`config.mk`:
```
export PLATFORM = sky130hd
export DESIGN_NAME = interval_timer
export DESIGN_NICKNAME = d
export VERILOG_FILES = /design/src/rtl/interval_timer.sv
export SDC_FILE = /design/constraint.sdc
export NUM_CORES = 1
export LEC_CHECK = 0
export ABC_AREA = 1
export BUFFER_PORTS_ARGS = -buffer_cell sky130_fd_sc_hd__buf_2
export CORE_MARGIN = 4
export CORE_UTILIZATION = 55
export DETAILED_ROUTE_END_ITERATION = 16
export PLACE_DENSITY = 0.77
export RECOVER_POWER = 25
export SLEW_MARGIN = 25
export SYNTH_ARGS = -nofsm -noshare
export SYNTH_HDL_FRONTEND = slang
export SYNTH_SLANG_ARGS = --single-unit
```
`constraint.sdc`:
```
create_clock -name clk -period 1.79 [get_ports clk]
set_clock_uncertainty 0.05 [all_clocks]
set_input_delay 0.179 -clock clk [delete_from_list [all_inputs] [get_ports clk]]
set_output_delay 0.179 -clock clk [all_outputs]
set_load 0.01 [all_outputs]
```
`src/rtl/interval_timer.sv`:
```
// rtl/interval_timer.sv - prescaled down-counting interval timer, one-shot or periodic
module interval_timer #(
    parameter int WIDTH   = 16,
    parameter int PRESC_W = 8
) (
    input  logic               clk,
    input  logic               rst,
    input  logic               start,
    input  logic               stop,
    input  logic               periodic,
    input  logic [PRESC_W-1:0] presc,
    input  logic [WIDTH-1:0]   period,
    output logic               busy,
    output logic               done,
    output logic               tick,
    output logic [WIDTH-1:0]   count
);

    typedef enum logic [1:0] {
        IDLE = 2'd0,
        RUN  = 2'd1,
        DONE = 2'd2
    } state_t;

    state_t             state;
    logic [PRESC_W-1:0] pcnt;
    logic [PRESC_W-1:0] lat_presc;
    logic [WIDTH-1:0]   lat_period;
    logic               lat_periodic;

    logic accept;
    assign accept = start && !stop && (period != '0);

    always_ff @(posedge clk or posedge rst) begin
        if (rst) begin
            state        <= IDLE;
            count        <= '0;
            pcnt         <= '0;
            tick         <= 1'b0;
            busy         <= 1'b0;
            done         <= 1'b0;
            lat_presc    <= '0;
            lat_period   <= '0;
            lat_periodic <= 1'b0;
        end else begin
            tick <= 1'b0;
            // stop outranks both a new start and an expiry landing on the same edge
            if (stop && state != IDLE) begin
                state <= IDLE;
                count <= '0;
                pcnt  <= '0;
                busy  <= 1'b0;
                done  <= 1'b0;
            end else if (accept) begin
                state        <= RUN;
                count        <= period;
                pcnt         <= '0;
                lat_presc    <= presc;
                lat_period   <= period;
                lat_periodic <= periodic;
                busy         <= 1'b1;
                done         <= 1'b0;
            end else if (state == RUN) begin
                if (pcnt == lat_presc) begin
                    pcnt <= '0;
                    if (count == WIDTH'(1)) begin
                        tick <= 1'b1;
                        if (lat_periodic) begin
                            count <= lat_period;
                        end else begin
                            count <= '0;
                            state <= DONE;
                            busy  <= 1'b0;
                            done  <= 1'b1;
                        end
                    end else if (count != '0) begin
                        count <= count - WIDTH'(1);
                    end
                end else begin
                    pcnt <= pcnt + PRESC_W'(1);
                end
            end
        end
    end

endmodule

```
==> run summary, run 1 <==
The dominant synthesized flop cell is dfrtp_1. In this run the number of H-tree levels came out at 2. After synthesis, the share of flip-flops with an asynchronous set or reset is 100%. After synthesis, the mean cell area works out to 6.83 µm². The smallest setup slack after layout came out at -87.5 ps. The total track usage is 25.3%. At the pin with the least slew margin, the transition time is 741 ps.

The fraction of the yosys area taken by sequential cells came out at 38.8%. The multi-input logic area is 0.00197 mm². The worst hold path was traced through 3 stages. By area the synthesized netlist is led by dfrtp_1, nand2_1, nand3_1, inv_1, nor2_1.

The fmax came out at 533 MHz. On the worst path, the slowest cell contributes a delay of 460 ps. TritonCTS built the clock tree.

Buffers inserted during clock tree synthesis total 5. The count of TritonRoute iterations in the first routing pass is 8. The post-synthesis cell area came out at 0.00335 mm². The synthesized design spends more area on one cell type than any other, namely dfrtp_1.

The first-pass GRT wire length is 14800 µm. In the global route stage, met3 resource usage came out at 4.13%. At the end of routability-driven placement, the weighted congestion stood at 0.871. The number of endpoints with negative hold slack in the final report was 0. The overall overflow remaining after global route is 0.

The worst setup path is captured at a flop. The worst slew margin relative to its limit is 50.6%. The share of the clock period used by the worst path after layout came out at 105%.

The floorplan step set the die width to 86.1 µm. The type of element launching the critical path is a flop. The sink count of the clock tree is 52. The worst endpoint required time came out at 1990 ps. Global routing used 37.9% of the available met1 tracks. The maximum vdd ir drop came out at 0.880 mV. The die outline height is 86.1 µm.

The distinct cell type count after synthesis came out at 33. For the worst setup path, the data arrival time is 2080 ps. The leakage dissipation came out at 0.00229 µW. The number of port buffers is 47. The initial core utilization came out at 56.6%. The sum of routed wire length over all layers came out at 10600 µm. The via count normalized by instance count is 5.68. The most used cell along the critical path is nand2_1. The die area is 0.00741 mm². At the end of the flow the core is filled with cells to 74.6%. The region available for standard cell placement spans 0.00592 mm². The maximum number of pins on one net before global-route repair came out at 30. 48 I/O pins were placed.

The register clock-pin slew on the reported worst setup and hold paths came out at 110 ps. The clock latency of the later-clocked register in the worst-skew pair came out at 320 ps. The count of nets after finishing came out at 623. 0 antenna diodes ended up in the layout. In this run the cell area measured after placement is 0.00386 mm².

The clock tree root buffer cell is clkbuf_8. For met2 alone, demand over resource in global routing was 38.3%. The via count of the first global-routing pass is 3076. The checks that failed: setup timing. Walking the worst path, the cells encountered are inv_2 -> ha_1 -> nand2_1 -> nor2_2 -> and2_1 -> nand4_4 -> buf_12 -> nand2_8 -> nand2_1 -> o21ai_1. For this run, design rule violations remaining after detail routing come to 0. The detailed router finished its first iteration with 453 violations. In the layout the commonest cells are nand2_1, dfrtp_1, buf_2, buf_4, inv_1.

During synthesis, Yosys emitted a total of 0 warnings. The library cell used most frequently in the layout, excluding fill and tap cells, is nand2_1. The post-layout instance area is 0.00442 mm².

The number of pins exceeding their max-slew limit in the final report is 0. Counting every net in the synthesized netlist gives 524. In this run the core area contains 28 standard-cell rows. The via total after detailed routing is 3786. The area growth from synthesis to layout is 31.8%. The global routing stage identified its most utilized layer as met2. In the final layout, the share of cells above drive strength 1 is 32.5%. Setup repair after global routing could not meet its margin everywhere. The synthesized netlist cell count is 491. The min-delay analysis places its worst path in the category in2reg. The HPWL after detailed placement is 6640 µm.

The number of antenna violations at the first check in global routing is 0. The largest individual stage delay along the critical path comes from the cell dfrtp_1. The residual antenna-violating net count after detailed routing is 0. Counting cells, the worst reg-to-reg path comes to 10. Setup violations remaining at the end of the flow were counted as 17. Of all nets on the critical path, the largest fanout is 6. The power per standard cell area is 1390 mW/mm².

The average wire length per cell after detail routing came out at 16.0 µm. The setup path with the least slack is of type reg2reg. The area fraction of the dominant cell type after synthesis came out at 38.8%. The time the worst path needs with I/O delays and setup is 1880 ps. No sink is reached through more buffers than the 2 on the longest clock path. The register cell area after layout came out at 0.00131 mm².

The number of max-cap violations is 0. The number of enable-type register cells in the synthesized netlist came out at 0. The flow ran to the end, but the final reports show violations.

The number of synthesized register bits came out at 52. The number of filler instances in the final layout is 421.
## worst paths after layout
check | startpoint | endpoint | slack, ps
min in group asynchronous | rst | lat_period[11]$_DFFE_PP0P_ | 200
min reg2reg | lat_period[15]$_DFFE_PP0P_ | lat_period[15]$_DFFE_PP0P_ | 450
min | presc[0] | lat_presc[0]$_DFFE_PP0P_ | 20
max reg2reg | count[0]$_DFFE_PP0P_ | count[7]$_DFFE_PP0P_ | -90
max in group asynchronous | rst | pcnt[2]$_DFFE_PP0P_ | 560
max | count[0]$_DFFE_PP0P_ | count[7]$_DFFE_PP0P_ | -90
## cell usage after synthesis (8+ instances only)
cell	number
nor2_1	44
nand2_1	181
o21ai_0	25
o21a_1	8
dfrtp_1	52
nand4_1	8
o21ai_1	10
buf_2	10
inv_1	47
a21oi_1	8
nand3_1	37
or2_2	8
## layout make-up
| type | instances | area share [%] |
|---|---|---|
| clock buffers | 6 | 1.87 |
| clock inverters | 2 | 0.878 |
| inverters | 53 | 4.50 |
| multi-input cells | 372 | 44.5 |
| flip-flops and latches | 52 | 29.5 |
| well taps | 75 | 2.12 |
| repair buffers | 106 | 16.5 |
## where the power goes
part / internal, µW / total [µW] / switching (µW)
Clock: 458 / 887 / 429
Sequential: 1430 / 1650 / 218
Combinational: 1490 / 3600 / 2110
## timing repair
item / CTS / global route
endpoints found under the setup margin: 14 / 19
pin swaps: 1 / 20
buffers inserted: 0 / 23
hold endpoints to repair: 52 / 0
gates cloned: 0 / 2
gates resized for setup: 9 / 59
hold buffers: 1 / 0
## state kept, by name, indices dropped and copies added, names as in the netlist
| signal | cells |
|---|---|
| pcnt | 8 |
| lat_periodic | 1 |
| lat_presc | 8 |
| count | 16 |
| done | 1 |
| tick | 1 |
| lat_period | 16 |
| state | 1 |
## through the flow
step / hold WS (ps) / setup TNS, ps / cells / total power, µW / setup WS (ps)
2_1_floorplan: 239 / 0 / 491 / 3380 / 148
3_3_place_gp: -24.8 / -8.92 / 632 / 4380 / -8.92
3_5_place_dp: -23.2 / -437 / 632 / 4440 / -84.2
4_1_cts: 18.3 / 0 / 641 / 5370 / 6.13
5_1_grt: 29.4 / -2080 / 666 / 6500 / -169
6_report: 16.4 / -719 / 666 / 6140 / -87.5
## worst max-delay path, delay by kind of cell, from the launching register on
kind | cells | cell delay (ps)
buffers and inverters | 2 | 300
adders and majority gates | 1 | 150
and+or+nand+nor | 6 | 790
AOI/OAI and AO/OA | 1 | 60
DFF | 1 | 460
## cell families (layout without fill, tap and decap cells)
family                     after synthesis  after routing  synth area share (%)
xor gates and xnor gates                 6              6                  1.57
and+or+nand+nor                        302            304                  38.9
buffers and inverters                   69            167                  8.77
AOI/OAI and AO/OA                       58             58                  10.5
adders and majority gates                4              4                  1.49
DFF                                     52             52                  38.8
## per-layer routing
| layer | up-vias | share of wire (%) | wire (µm) |
|---|---|---|---|
| li1 | 1750 | - | - |
| met1 | 1769 | 43 | 4560 |
| met2 | 224 | 45 | 4830 |
| met3 | 43 | 8.5 | 899 |
| met4 | 0 | 3.1 | 331 |
| met5 | - | 0 | 0 |
Note: power is estimated with default switching activity, not from simulation.
==> inputs of run 2 (changes only) <==
--- a/config.mk
+++ b/config.mk
@@ -5,12 +5,11 @@
 export SDC_FILE = /design/constraint.sdc
 export NUM_CORES = 1
 export LEC_CHECK = 0
-export ABC_AREA = 1
 export BUFFER_PORTS_ARGS = -buffer_cell sky130_fd_sc_hd__buf_2
 export CORE_MARGIN = 4
 export CORE_UTILIZATION = 55
 export DETAILED_ROUTE_END_ITERATION = 16
-export PLACE_DENSITY = 0.77
+export PLACE_DENSITY = 0.78
 export RECOVER_POWER = 25
 export SLEW_MARGIN = 25
 export SYNTH_ARGS = -nofsm -noshare
==> run 2 against run 1 <==
  * Hold slack got worse by 0.66 ps
  * Power fell by 13%
  * Sequential share of layout area fell by 0.30 points
  * Sequential cell count did not move
  * Critical path depth fell by 2
  * Largest power group unchanged
  * The run still ends with setup timing left
  * Routed wire length rose by 8.2%
  * Area after synthesis fell by 13%
  * Highest routed layer unchanged
==> run summary, run 2 <==
The sink count of the clock tree came out at 52. The adder-cell area share of the yosys netlist is 1.71%. A synthesized cell averages 8.84 µm². Ranked by instance count, the synthesized netlist is headed by nand2_1, dfrtp_1, nor2_1. Counting the fill cells in the layout gives 245. The number of antenna violations at the first check in global routing is 0. The first-pass GRT wire length came out at 15900 µm.

The post-layout instance area is 0.00446 mm². Summed over its instances, the top area cell type makes up 44.5% of the synthesized netlist area. In this run the remaining antenna-violating nets after routing total 0.

Of all nets on the critical path, the largest fanout is 5. Global routing consumed, over all layers together, 32.3% of the routing resources. The met3 wirelength from detailed routing came out at 1430 µm. The transition time at the pin with the least slew margin came out at 728 ps.

The portion of total power attributed to sequential cells is 30.6%. The fraction of the yosys area taken by sequential cells came out at 44.5%. The maximum root-to-sink buffer count is 2.

The area overhead of the layout relative to synthesis is 52.6%. STA classifies the critical path startpoint as a flop. The net count after synthesis is 364.

The worst endpoint required time came out at 1990 ps. The core region is 0.00514 mm². The synthesized netlist cell count is 331. The number of enable-type register cells in the synthesized netlist is 0. By area the synthesized netlist is led by dfrtp_1, nand2_1, xor2_1, nor2_1, a21oi_1. The number of primary I/O pins came out at 48.

The time the worst path needs with I/O delays and setup is 2420 ps. The count of TritonRoute iterations in the first routing pass is 6. The worst setup path is captured at a flop. The H-tree depth is 2.

The sum of routed wire length over all layers is 11500 µm. The die area came out at 0.00655 mm². Clock tree synthesis inserted a total of 5 buffers.

The post-placement worst setup slack came out at -543 ps. Setup repair after global routing could not meet its margin everywhere. The flow ran to the end, but the final reports show violations. The via total after detailed routing is 3449. After detailed placement, the total cell area comes to 0.00394 mm². The clock tree from TritonCTS is yes. By area, the combinational part of the netlist is dominated by simple AND/OR/NAND/NOR gates. The share of the clock period used by the worst path after layout came out at 135%.

The count of nets after finishing is 502. The detailed-route wire length on metal 1 is 4310 µm. The standard cell with the maximum stage delay on the critical path is dfrtp_2.

Detailed placement ended at an HPWL of 6340 µm. The number of pins exceeding their max-slew limit in the final report is 0. The smallest setup slack after layout came out at -626 ps. For this design the static power due to leakage is 0.00217 µW. The number of antenna diodes in the final layout is 0. The clock tree root buffer cell is clkbuf_8. Cell internal power was estimated by the tool at 3180 µW.

The met2 wirelength from detailed routing came out at 5170 µm. The final reports fail on setup timing. The number of synthesized register bits is 52. The initial core utilization came out at 56.9%.

In the layout the commonest cells are nand2_1, buf_4, dfrtp_1, buf_2, nor2_1. The share of the synthesized area in compound gates (AO/OA/AOI/OAI) came out at 17.3%. The maximum vdd ir drop came out at 0.730 mV. The endpoint arrival time on the critical path came out at 2610 ps. In the final layout, the registers with the most flip-flops are count (16), lat_period (16). The die boundary width is 80.9 µm.

Walking the worst path, the cells encountered are buf_4 -> or2_2 -> buf_12 -> nor4_1 -> xor2_1 -> nor2_1 -> o31ai_1 -> a22o_1. After Yosys synthesis, and, or, nand and nor cells account for 26.1% of the synthesized area. The via count of the first global-routing pass came out at 3195.

After clock tree synthesis, the clock-pin slew on the worst setup and hold paths is 90 ps. The highest routing layer actually used is met4. The post-route DRC violation count came out at 0. The combinational cell fraction of total power came out at 52.9%.

The most frequent standard cell in the layout excluding fill and tap cells is nand2_1. The biggest area contributor in the post-synthesis netlist is dfrtp_1. The tightest min-delay check is of the in2reg type. The post-route netlist has 45.1% of its cells at a drive strength greater than 1.

The startpoint identified for the worst hold timing path is presc[1]. The violation count after the first detailed-routing iteration came out at 542. The total overflow left after global routing is 0. The setup violation total in the final timing report came out at 26. The maximum number of pins on one net before global-route repair came out at 53. The initialized floorplan defines 26 standard-cell rows.

The analysis attributes to net switching a power of 2170 µW. The total number of yosys warnings is 0. The distinct cell type count after synthesis came out at 49. The delay of the slowest cell on the worst path came out at 450 ps.

The worst slew margin relative to its limit is 51.5%. In the final routed layout, each cell accounts on average for 21.3 µm. The net switching share of the total power is 40.5%.

The worst register-to-register path begins at count[0]$_DFFE_PP0P_. The clock latency of the later-clocked register in the worst-skew pair came out at 300 ps. The mapped netlist covers 0.00293 mm². The xor and xnor fraction of the mapped netlist area is 5.99%. The power share of the clock group is 16.6%.

Measured along the y axis, the die boundary spans 80.9 µm. The launch point of the worst path is count[0]$_DFFE_PP0P_. The power per standard cell area is 1200 mW/mm². The via count normalized by instance count is 6.39.

Across the run, the number of max-cap violations was 0. The dominant synthesized flop cell is dfrtp_1. The type of the setup path with the least slack is reg2reg. The weighted congestion reported at the end of routability-driven placement is 0.921. The number of endpoints with negative hold slack in the final report came out at 0.

In the synthesized netlist the async set-or-reset flop fraction comes to 100%. The mux share of post-synthesis cell area came out at 1.71%. nand2_1 is the most common cell in the netlist. The fmax is 414 MHz. Buffers placed on the I/O ports in this run total 47.
## run 2: critical path, delay by kind of cell, from the launching register on
kind	cells	cell delay (ps)
flip-flops	1	450
AND/OR/NAND/NOR	3	830
AO/OA/AOI/OAI	2	380
buffers and inverters	2	320
XOR/XNOR	1	320
## run 2: per-stage QoR
stage	TNS (ps)	power [µW]	hold slack [ps]	utilization (%)	std cells
after detailed placement	-16120	3950	197	76.6	519
after global placement	-15460	3870	196	76.6	519
final	-9880	5350	15.8	86.8	540
after floorplan	-7610	2900	234	-	331
after global routing	-11290	5570	20.2	86.8	540
after CTS	-7670	5020	0.683	83.5	537
## run 2: final cells by class
class                      count  area (µm²)  share of cell area, %
clock inverter                 1        30.0                  0.673
timing repair buffer         144        1060                   23.9
sequential                    52        1310                   29.2
inverter                       5        18.8                  0.421
clock buffer                   7        96.3                   2.16
multi-input combinational    261        1860                   41.7
tap                           70        87.6                   1.96
## run 2: repair_timing
item                       CTS  global route
setup endpoints to repair   25            30
gates resized for setup     31            31
hold buffers                 2             0
hold endpoints to repair    53             0
gates cloned                 1             0
setup buffers                7             3
pin swaps                   11            27
## run 2: power by group through the flow
stage | registers (µW) | clock network (µW) | logic, µW
3_3_place_gp | 1580 | 0 | 2290
3_5_place_dp | 1600 | 0 | 2350
2_1_floorplan | 1710 | 0 | 1190
5_1_grt | 1650 | 938 | 2980
6_report | 1640 | 886 | 2830
4_1_cts | 1590 | 894 | 2530
## run 2: layer usage
layer | GRT usage [%] | vias to the layer above
met5 | 0 | -
li1 | - | 1452
met2 | 50.8 | 336
met4 | 14.7 | 0
met1 | 41.2 | 1589
met3 | 9.09 | 72
## run 2: logic make-up (layout without fill, tap and decap cells)
| kind of cell | after synthesis | in the layout |
|---|---|---|
| compound gates | 70 | 70 |
| xor+xnor | 20 | 20 |
| fa+ha+maj | 4 | 4 |
| buf+inv | 18 | 157 |
| flops | 52 | 52 |
| mux | 5 | 5 |
| simple gates | 162 | 162 |
## run 2: final timing paths
| kind | slack [ps] | endpoint | cells past startpoint |
|---|---|---|---|
| max in group asynchronous | 570 | count[12]$_DFFE_PP0P_ | 4 |
| worst max register to register | -630 | count[5]$_DFFE_PP0P_ | 8 |
| worst min register to register | 440 | lat_period[13]$_DFFE_PP0P_ | 1 |
| worst max-delay path | -630 | count[5]$_DFFE_PP0P_ | 8 |
| min in group asynchronous | 600 | pcnt[0]$_DFFE_PP0P_ | 4 |
| worst min-delay path | 20 | lat_presc[1]$_DFFE_PP0P_ | 3 |
==> inputs of run 3 (changes only) <==
==> constraint.sdc (replaced) <==
create_clock -name clk -period 2.45 [get_ports clk]
set_clock_uncertainty 0.05 [all_clocks]
set_input_delay 0.1225 -clock clk [delete_from_list [all_inputs] [get_ports clk]]
set_output_delay 0.1225 -clock clk [all_outputs]
set_load 0.01 [all_outputs]
==> run 3 against run 2 <==
  * The run now ends clean
  * Clock-buffer cell count down 1
  * Final area fell by 16%
  * Register-to-register slack improved by 730 ps
  * Clock power down 34%
  * Sequential power down 27%
  * Sequential cell count did not move
  * Sequential share of layout area up 5.4 points
  * Combinational power fell by 48%
  * Critical path depth is 1 lower
  * Largest power group unchanged
  * Highest routed layer unchanged
==> run summary, run 3 (synthesis gave the netlist of run 2 again) <==
The flow ran to the end, and the final reports show no timing, DRC or antenna violations. The maximum fanout encountered on the critical timing path came out at 3. The depth of the worst hold-timing path came out at 3.

In this run the critical register-to-register path is captured at count[2]$_DFFE_PP0P_. Dividing the final minimum period by the clock period gives 96.2%. The post-layout instance area is 0.00375 mm². In the final layout, the share of cells above drive strength 1 is 24.2%.

The clock drives 52 sinks. The final standard cell utilization of the core came out at 73.0%. The H-tree depth came out at 2. The fmax is 424 MHz. In the final layout, the registers with the most flip-flops are count (16), lat_period (16). The smallest setup slack after layout is 93.8 ps. Data on the critical path is required at its endpoint by 2650 ps.

The number of pins exceeding their max-slew limit in the final report came out at 0. The initial core utilization came out at 56.9%. The global routing met2 resource utilization came out at 44.0%. The violation count after the first detailed-routing iteration is 225. The met3 demand-to-capacity share in global routing is 4.88%.

TritonCTS built the clock tree. The routed design could run at a clock period as short as 2360 ps. In this run the worst setup path begins at period[5]. The tree is rooted in a clkbuf_8. The worst slew margin relative to its limit is 16.9%.

The floorplan has 26 rows. After detailed routing, the average wire length per cell comes to 16.6 µm. The via count of the first global-routing pass came to 2713. By startpoint and endpoint, the worst setup path is classified as in2reg.

The maximum root-to-sink buffer count came out at 2. The number of port buffers is 47. Of the total power, combinational logic draws 45.3%. Clock-pin slew was measured on the worst setup and hold paths at 90 ps. The HPWL after detailed placement came out at 5730 µm.

The via count normalized by instance count is 5.75. The die boundary width came out at 80.9 µm. For the worst setup path, the data arrival time is 2550 ps. The number of filler instances in the final layout is 406.

The layer flagged by global routing as most heavily used is met2. The number of antenna violations at the first check in global routing is 0. The number of endpoints with negative hold slack in the final report is 0. The path with the worst hold slack has its endpoint at lat_period[1]$_DFFE_PP0P_. The leakage dissipation is 0.00182 µW.

Setup violations remaining at the end of the flow were counted as 0. In this run the power density over the cells is 865 mW/mm². The type of element launching the critical path is an input pin.

The number of antenna diodes is 0. The die outline height is 80.9 µm. At the end of routability-driven placement, the weighted congestion stood at 0.883. The power share of the clock group is 18.0%.

The post-placement worst setup slack came out at 60.6 ps. Across the run, the number of max-cap violations was 0. The total track usage came out at 26.4%. Buffers inserted during clock tree synthesis total 5. The min-delay analysis places its worst path in the category in2reg. The residual antenna-violating net count after detailed routing came out at 0. The library cells used most frequently in the layout, excluding fill and tap cells, are nand2_1, dfrtp_1, buf_2, buf_4, nor2_1.

The count of TritonRoute iterations in the first routing pass came out at 5. The transition time at the pin with the least slew margin came out at 1250 ps. Leaving out fill and tap cells, the most frequent cell in the layout is nand2_1. The maximum number of pins on one net before global-route repair is 53. The portion of total power attributed to sequential cells is 36.7%. The overall overflow remaining after global route came out at 0. The maximum vdd ir drop is 0.557 mV. For this block, the routed nets add up to 8170 µm of wire. The floorplan core area is 0.00514 mm².

STA classifies the critical path endpoint as a flop. The path depth of the worst reg2reg path came out at 6. In this run the count of I/O pins placed on the die edge is 48.

The count of nets after finishing is 454. The first global-routing pass estimated 13200 µm of wire. For this run, global-route usage on met1 was measured as 34.6%. The register cell area after layout came out at 0.00130 mm². The analysis attributes to net switching a power of 1290 µW. The clock latency of the later-clocked register in the worst-skew pair came out at 310 ps. The worst hold path begins at period[1].

After detailed routing, the number of remaining DRC violations is 0. In this run the critical register-to-register path is launched from count[14]$_DFFE_PP0P_. The internal power summed over all cells is 1960 µW. The setup slack on the worst flop-to-flop path is 100 ps. The die area is 0.00655 mm². The multi-input combinational cells in the finished layout cover a total of 0.00160 mm².

The area overhead of the layout relative to synthesis is 28.3%. Net switching is 39.7% of the power. The via total after detailed routing is 2828. The instance area at placement came out at 0.00339 mm².
## run 3: routing by layer
layer | vias to the layer above | wire (µm)
met5 | - | 0
li1 | 1346 | -
met4 | 0 | 228
met2 | 131 | 3970
met3 | 28 | 554
met1 | 1323 | 3420
## run 3: stage by stage
stage	instances	hold slack, ps	setup TNS [ps]	total power [µW]
after floorplan	331	178	0	2020
after global placement	462	261	0	2510
after detailed placement	462	267	0	2540
after CTS	484	0.696	0	3150
after global routing	492	15.7	-2.30	3440
final	492	6.15	0	3250
## run 3: worst max-delay path: stages
cell and delay (ps):
dlygate4sd3_1 550, buf_2 130, or4_4 460, o41a_1 480, or4_1 530, o21ai_1 150, a32o_1 140
## run 3: worst max path at each step
| stage | slack, ps | to |
|---|---|---|
| floorplan | 70 | count[14]$_DFFE_PP0P_ |
| global placement | 130 | count[5]$_DFFE_PP0P_ |
| detailed placement | 60 | count[5]$_DFFE_PP0P_ |
| CTS | 20 | pcnt[5]$_DFFE_PP0P_ |
| global route | -2 | count[14]$_DFFE_PP0P_ |
| finish | 90 | count[14]$_DFFE_PP0P_ |
## run 3: power groups by stage
stage	Clock (µW)	Sequential (µW)	Combinational, µW
floorplan	0	1240	780
global placement	0	1180	1330
detailed placement	0	1190	1350
CTS	587	1170	1390
global route	625	1220	1600
finish	585	1190	1470
## run 3: area by class of cell
type                    instances  share of cell area, %
clock buffers                   6                   1.93
repair buffers                 96                   16.9
multi-input cells             261                   42.7
inverters                       5                  0.500
clock inverters                 2                  0.933
flip-flops and latches         52                   34.7
well taps                      70                   2.33
## run 3: repair_timing
item,in CTS,in global routing
pin swaps,0,8
setup endpoints to repair,1,17
hold endpoints to repair,65,0
buffers inserted,0,8
gates resized for setup,1,18
hold buffers,14,0
